==> src/rtl/hazard_ctrl.sv <==
// Pipeline sequencing controller: resolves load-use, memory-wait (with timeout)
// and MEM-stage redirect hazards, and counts stalled fetch cycles.
module hazard_ctrl #(
    parameter int N       = 32,
    parameter int M       = 4,
    parameter int TIMEOUT = 16
) (
    input  logic         clk,
    input  logic         rst,
    input  logic [M-1:0] regA_D,
    input  logic [M-1:0] regB_D,
    input  logic         useB_D,
    input  logic [M-1:0] regScr_E,
    input  logic         regmem_E,
    input  logic         regw_E,
    input  logic         pcload_M,
    input  logic         memw_M,
    input  logic         regmem_M,
    input  logic         mem_ready,
    input  logic         err_clr,
    output logic         stall_F,
    output logic         stall_D,
    output logic         stall_E,
    output logic         stall_M,
    output logic         flush_D,
    output logic         flush_E,
    output logic         flush_M,
    output logic         flush_W,
    output logic         pc_sel,
    output logic         mem_err,
    output logic [N-1:0] stall_cnt
);

    localparam int WW = $clog2(TIMEOUT + 1);

    typedef enum logic [1:0] {RUN, MEMWAIT, ERR} state_t;

    state_t         state_q;
    logic [WW-1:0]  waitCnt_q;
    logic           memErr_q;
    logic [N-1:0]   stallCnt_q;
    logic [N-1:0]   stallCnt_d;

    logic memReq;
    logic luHit;
    logic holdAll;
    logic redirect;
    logic luStall;

    assign memReq = memw_M | regmem_M;
    assign luHit  = regmem_E & regw_E &
                    ((regScr_E == regA_D) | (useB_D & (regScr_E == regB_D)));

    // Priority is ERR > memory wait > redirect > load-use; everything is forced
    // low while reset is held so the pipeline sees no spurious controls.
    always_comb begin
        holdAll  = 1'b0;
        redirect = 1'b0;
        luStall  = 1'b0;
        if (rst) begin
            case (state_q)
                ERR:     holdAll = 1'b1;
                MEMWAIT: holdAll = ~mem_ready;
                default: holdAll = memReq & ~mem_ready;
            endcase
            redirect = ~holdAll & pcload_M;
            luStall  = ~holdAll & ~pcload_M & luHit;
        end
    end

    assign stall_F   = holdAll | luStall;
    assign stall_D   = holdAll | luStall;
    assign stall_E   = holdAll;
    assign stall_M   = holdAll;
    assign flush_D   = redirect;
    assign flush_E   = redirect | luStall;
    assign flush_M   = redirect;
    assign flush_W   = holdAll;
    assign pc_sel    = redirect;
    assign mem_err   = memErr_q;
    assign stall_cnt = stallCnt_q;

    always_comb begin
        stallCnt_d = stallCnt_q;
        if (stall_F && (stallCnt_q != '1)) begin
            stallCnt_d = stallCnt_q + N'(1);
        end
    end

    // waitCnt_q counts stalled memory cycles including the RUN entry cycle, so
    // reaching TIMEOUT-1 while still not ready means TIMEOUT cycles have elapsed.
    always_ff @(posedge clk or negedge rst) begin
        if (!rst) begin
            state_q    <= RUN;
            waitCnt_q  <= '0;
            memErr_q   <= 1'b0;
            stallCnt_q <= '0;
        end else begin
            stallCnt_q <= stallCnt_d;
            case (state_q)
                RUN: begin
                    if (memReq && !mem_ready) begin
                        state_q   <= MEMWAIT;
                        waitCnt_q <= WW'(1);
                    end
                end
                MEMWAIT: begin
                    if (mem_ready) begin
                        state_q   <= RUN;
                        waitCnt_q <= '0;
                    end else if (waitCnt_q == WW'(TIMEOUT - 1)) begin
                        state_q   <= ERR;
                        waitCnt_q <= '0;
                        memErr_q  <= 1'b1;
                    end else begin
                        waitCnt_q <= waitCnt_q + WW'(1);
                    end
                end
                ERR: begin
                    if (err_clr) begin
                        state_q  <= RUN;
                        memErr_q <= 1'b0;
                    end
                end
                default: begin
                    state_q   <= RUN;
                    waitCnt_q <= '0;
                end
            endcase
        end
    end

endmodule

==> config.mk <==
export PLATFORM = sky130hd
export DESIGN_NAME = hazard_ctrl
export DESIGN_NICKNAME = d
export VERILOG_FILES = /design/src/rtl/hazard_ctrl.sv
export SDC_FILE = /design/constraint.sdc
export NUM_CORES = 1
export LEC_CHECK = 0
export CAP_MARGIN = 10
export CORE_ASPECT_RATIO = 0.9
export CORE_MARGIN = 2
export CORE_UTILIZATION = 51
export DETAILED_ROUTE_END_ITERATION = 10
export GPL_TIMING_DRIVEN = 1
export PLACE_DENSITY = 0.85
export SYNTH_ARGS = -nofsm -noshare
export SYNTH_HDL_FRONTEND = slang
export SYNTH_SLANG_ARGS = --single-unit
==> constraint.sdc <==
create_clock -name clk -period 5.45 [get_ports clk]
set_input_delay 1.09 -clock clk [delete_from_list [all_inputs] [get_ports clk]]
set_output_delay 1.09 -clock clk [all_outputs]
set_load 0.1 [all_outputs]
**After elaboration in Yosys (flattened, before gate mapping)**

Index checks and enable logic that the tools add are counted.

- Logic and storage cells: 58
- Flip-flop bits (word level): 40
- Input port bits: 22

- Multiplexer cells: 18
- Reductions and logical operators: 8
- Bitwise gates (word level): 15
- Eq/ne operators: 11
- $add $sub $neg: 2

Operator list:

| kind | number |
|---|---|
| 32-bit by 1-bit adder with 32-bit output (second input constant) | 1 |
| 32-bit inequality test (second input constant) | 1 |
| 5-bit two-way mux | 3 |
| 5-bit case mux with 3 select lines | 1 |
| 4-bit equality test | 2 |
| 2-bit two-way mux | 4 |
| 2-bit inequality test (second input constant) | 4 |
| 1-bit AND | 7 |
| 1-bit two-way mux | 7 |
| 2-bit case mux with 3 select lines | 1 |
| 5-bit by 1-bit adder with 5-bit output (second input constant) | 1 |
| 5-bit by 4-bit equality test with 1-bit output (second input constant) | 1 |
| 1-bit NOT | 4 |
| 1-bit bitwise OR | 4 |
| 1-bit case mux with 2 select lines | 2 |
| 4-bit AND reduction | 1 |
| 3-bit inequality test (second input constant) | 1 |
| 3-bit AND reduction | 1 |
| 2-bit by 1-bit equality test with 1-bit output (second input constant) | 1 |
| 2-bit equality test (second input constant) | 1 |
| 1-bit logical AND | 2 |
| 2-bit logical NOT | 1 |
| 2-bit AND reduction | 1 |
| 2-bit nonzero test | 1 |
| 1-bit logical NOT | 1 |

**Logic depth before layout (Yosys ltp)**

- Word-level depth: 10
- Mapped depth: 9

**Worst setup path after synthesis**

No wires, ideal clock.

- Path kind: input-to-output
- Start point: input port regScr_E[1]
- End point: output port flush_E
- Cell stages on the path: 4
- Path buffers: 0
- Arrival: 3.148 ns
- Required time: 4.360 ns
- Slack: 1.212 ns
- Cell sequence: xor2_1 > o41ai_2 > a31oi_1 > nor2_1

- Word-level cells in the longest chain between the ends: 7
- Elaborated cells on any way between the ends: 8

Ends and longest elaborated chain:

| what | line | source |
|---|---|---|
| start: declaration | 13 | `input logic [M-1:0] regScr_E,` |
| 4-bit equality test | 52 | `((regScr_E == regA_D) \| (useB_D & (regScr_E == regB_D)));` |
| 1-bit AND | 52 |  |
| 1-bit bitwise OR * | 52 |  |
| 1-bit AND * | 51 | `assign luHit = regmem_E & regw_E &` |
| 1-bit AND * | 67 | `luStall = ~holdAll & ~pcload_M & luHit;` |
| 1-bit two-way mux * | 60 | `if (rst) begin` |
| 1-bit bitwise OR * | 76 | `assign flush_E = redirect \| luStall;` |
| end: declaration | 26 | `output logic flush_E,` |

Every way passes the cells marked *; elsewhere a longest branch is shown, timed or not.

**Final worst setup path**

- Start point: input port mem_ready
- End point: output port stall_D

- Word-level cells in the longest chain between the ends: 9
- Elaborated cells on any way between the ends: 10

Ends and longest elaborated chain:

| what | line | source |
|---|---|---|
| start: declaration | 19 | `input logic mem_ready,` |
| 1-bit NOT * | 63, 64 |  |
| 1-bit AND | 64 | `default: holdAll = memReq & ~mem_ready;` |
| 1-bit case mux with 2 select lines * | 61 | `case (state_q)` |
| 1-bit two-way mux * | 60 |  |
| 1-bit NOT | 67 |  |
| 1-bit AND (2 in a row) | 67 |  |
| 1-bit two-way mux | 60 |  |
| 1-bit bitwise OR * | 72 | `assign stall_D = holdAll \| luStall;` |
| end: declaration | 22 | `output logic stall_D,` |

Every way passes the cells marked *; elsewhere a longest branch is shown, timed or not. The select of a mux whose other input is x is not followed.

==> results_dict.tcl <==
set metrics [dict create \
    clk_pin_slew_ns 0.08 \
    io_pins 64 \
    grt_pass1_vias 1846 \
    synth-main-ff-cell "dfrtp_1" \
    cts_hold_buf 0 \
    critPathMaxFanout 6 \
    grt_antenna_before_repair 0 \
    fp-row-count 22 \
    coreArea_um2 4130 \
    setup.worst_path.end_class "output pin" \
    nets 320 \
    crit_chain "clkdlybuf4s50_1 -> o31ai_2 -> o21a_1 -> o21ai_1 -> inv_1 -> buf_4" \
    ctsRootBufferMaster "clkbuf_8" \
    antenna-diode-count 0 \
    syn_to_final_growth_pct 32.6 \
    path_delay_family "compound AO/OA/AOI/OAI gates" \
    syn_inst 230 \
    fin_crit_ns 4.10 \
    grt_overflow 0 \
    ir_worst_vdd_uv 192 \
    r2r-start "state_q[0]$_DFFE_PN0P_" \
    report.final.hold_viol_count 0 \
    die_h_um 66.8 \
    ant_nets 0 \
    period_share_pct 75.2 \
    clkSinkCount 40 \
    crit_required_ns 4.36 \
    startpoint_type "primary input" \
    cp.arrival_ns 3.01 \
    hold_start "stall_cnt[4]$_DFFE_PN0P_" \
    max_cap_viol_count 0 \
    grt-busiest-layer "met2" \
    synth-warning-count 0 \
    syn_area_um2 2230 \
    viasPerCell 5.40 \
    drt_iter0_markers 127 \
    postCtsSetupBuffers 0 \
    dp.cells 334 \
    criticalPathCategory "primary input to output pin" \
    worstMarginPinSlew_ns 0.998 \
    critPathLaunch "mem_ready" \
    layout_commonest_cell "clkdlybuf4s50_1" \
    track_usage_pct 22.2 \
    grt_max_degree 44 \
    async_reset_ff_share_pct 100 \
    setup_tns_ns 0 \
    max_slew_margin_pct 33.3 \
    start_util_pct 54.1 \
    htreeDepth 2 \
    syn_area_per_cell_um2 9.70 \
    firstDrtPassIters 4 \
    drv_slew 0 \
    synth_seq_area_share_pct 44.8 \
    grt_pass1_wl_mm 8.40 \
    power_leakage_nw 1.37 \
    fin_cells 342 \
    cpMaxStageDelayCell "clkdlybuf4s50_1" \
    drc 0 \
    rsz0062_at_grt "no" \
    place_hpwl_mm 3.54 \
    ys_seq_elements 40 \
    gr-usage-met1_pct 29.3 \
    use_met3_pct 6.05 \
    die_w_um 73.7 \
    gp_congestion 0.750 \
    hold_class "register to register" \
    drive_gt1_share_pct 9.18 \
    grtUsageMet2_pct 35.5 \
    fmax_mhz 244 \
    setup-violations-final 0 \
    synth_nets 257 \
    cts_buffer_depth 2 \
    cts_buffers 5 \
    cts_tree "done" \
    synth-edff-count 0 \
    layout_common_cells "clkdlybuf4s50_1, dfrtp_1, xor2_1, nand2_1, nor2_1" \
    clock_latency_ns 0.29 \
    vias 1847 \
    postCtsResizedCells 0 \
    die_area_um2 4920 \
    io_buffer_count 63 \
    slowest_delay_ns 0.51 \
    status "complete, no violations" \
    path_buf_inv 3 \
    routed_wirelength_mm 4.83 \
    skew_ns 0.00548 \
    power_density_nw_per_um2 340 \
    synth_cell_types 35 \
    wire_per_inst_um 14.1 \
]
[path summary, 6_finish.rpt]
| check | endpoint | slack [ns] | cells after the start |
|---|---|---|---|
| setup / recovery | stall_D | 1.35 | 6 |
| hold / removal | stall_cnt[4]$_DFFE_PN0P_ | 0.48 | 1 |
| setup reg to reg | stall_cnt[15]$_DFFE_PN0P_ | 2.90 | 8 |
| hold reg to reg | stall_cnt[4]$_DFFE_PN0P_ | 0.48 | 1 |
| max in group asynchronous | waitCnt_q[3]$_DFFE_PN0P_ | 4.21 | 2 |
| min in group asynchronous | state_q[1]$_DFFE_PN0P_ | 0.87 | 2 |
[worst reg2reg max path, cell delays in order, from the launching register on]
cell	delay (ns)
dfrtp_1	0.37
inv_1	0.07
ha_1	0.32
nor2b_1	0.17
o31ai_2	0.41
o21a_1	0.27
o211ai_4	0.28
nor4_1	0.43
xnor2_1	0.16
[metal layers]
metal | part of all wire [%] | vias to the layer above
met4 | 1.2 | 0
met5 | 0 | -
li1 | - | 907
met3 | 4.8 | 7
met1 | 44 | 874
met2 | 49 | 59
[cell type report]
| class | instances | area, um2 |
|---|---|---|
| Fill cell | 342 | 1170 |
| Multi-Input combinational cell | 173 | 1130 |
| Sequential cell | 40 | 1000 |
| Timing Repair Buffer | 64 | 611 |
| Clock buffer | 6 | 82.6 |
| Tap cell | 48 | 60.1 |
| Clock inverter | 2 | 38.8 |
| Inverter | 9 | 33.8 |
[cells by family after synthesis]
kind of cell	synth area share, %
AOI/OAI and AO/OA	7.46
and+or+nand+nor	24.2
muxes	1.01
DFF	44.8
adders and majority gates	2.80
xor gates and xnor gates	15.3
buffers and inverters	4.37
[registers in the layout (all words and copies together), names as in the netlist]
name / cells
state_q: 2
mem_err: 1
stall_cnt: 32
waitCnt_q: 5
[cell usage after synthesis, types with 3 or more instances]
library cell	n	share of area [%]
dfrtp_1	40	45
xor2_1	30	12
nand2_1	25	4.2
nor2_1	24	4.0
nor3_1	15	3.4
nand3_1	13	2.9
o21ai_0	10	2.2
inv_1	9	1.5
xnor2_1	9	3.5
and3_1	5	1.4
and4_1	5	2.0
buf_4	5	1.7
ha_1	5	2.8
nand4_1	5	1.4
a21oi_1	3	0.67
and2_1	3	0.84
nor2b_1	3	0.84
[where the power goes]
group	internal (mW)	switching (mW)	leakage, nW
Clock	0.150	0.104	0.0614
Sequential	0.325	0.0340	0.515
Combinational	0.110	0.284	0.793
Total	0.584	0.422	1.37
[metrics by stage]
step | setup slack [ns] | power, mW | area [um2] | util, % | hold slack (ns)
2_1_floorplan | 1.21 | 0.669 | 2230 | - | 0.458
3_3_place_gp | 1.42 | 0.750 | 2840 | 68.8 | 0.474
3_5_place_dp | 1.36 | 0.760 | 2840 | 68.8 | 0.476
4_1_cts | 1.35 | 1.01 | 2960 | 71.7 | 0.490
5_1_grt | 1.23 | 1.06 | 2960 | 71.7 | 0.501
6_report | 1.35 | 1.01 | 2960 | 71.7 | 0.483
Power figures use the tool's default switching activity.
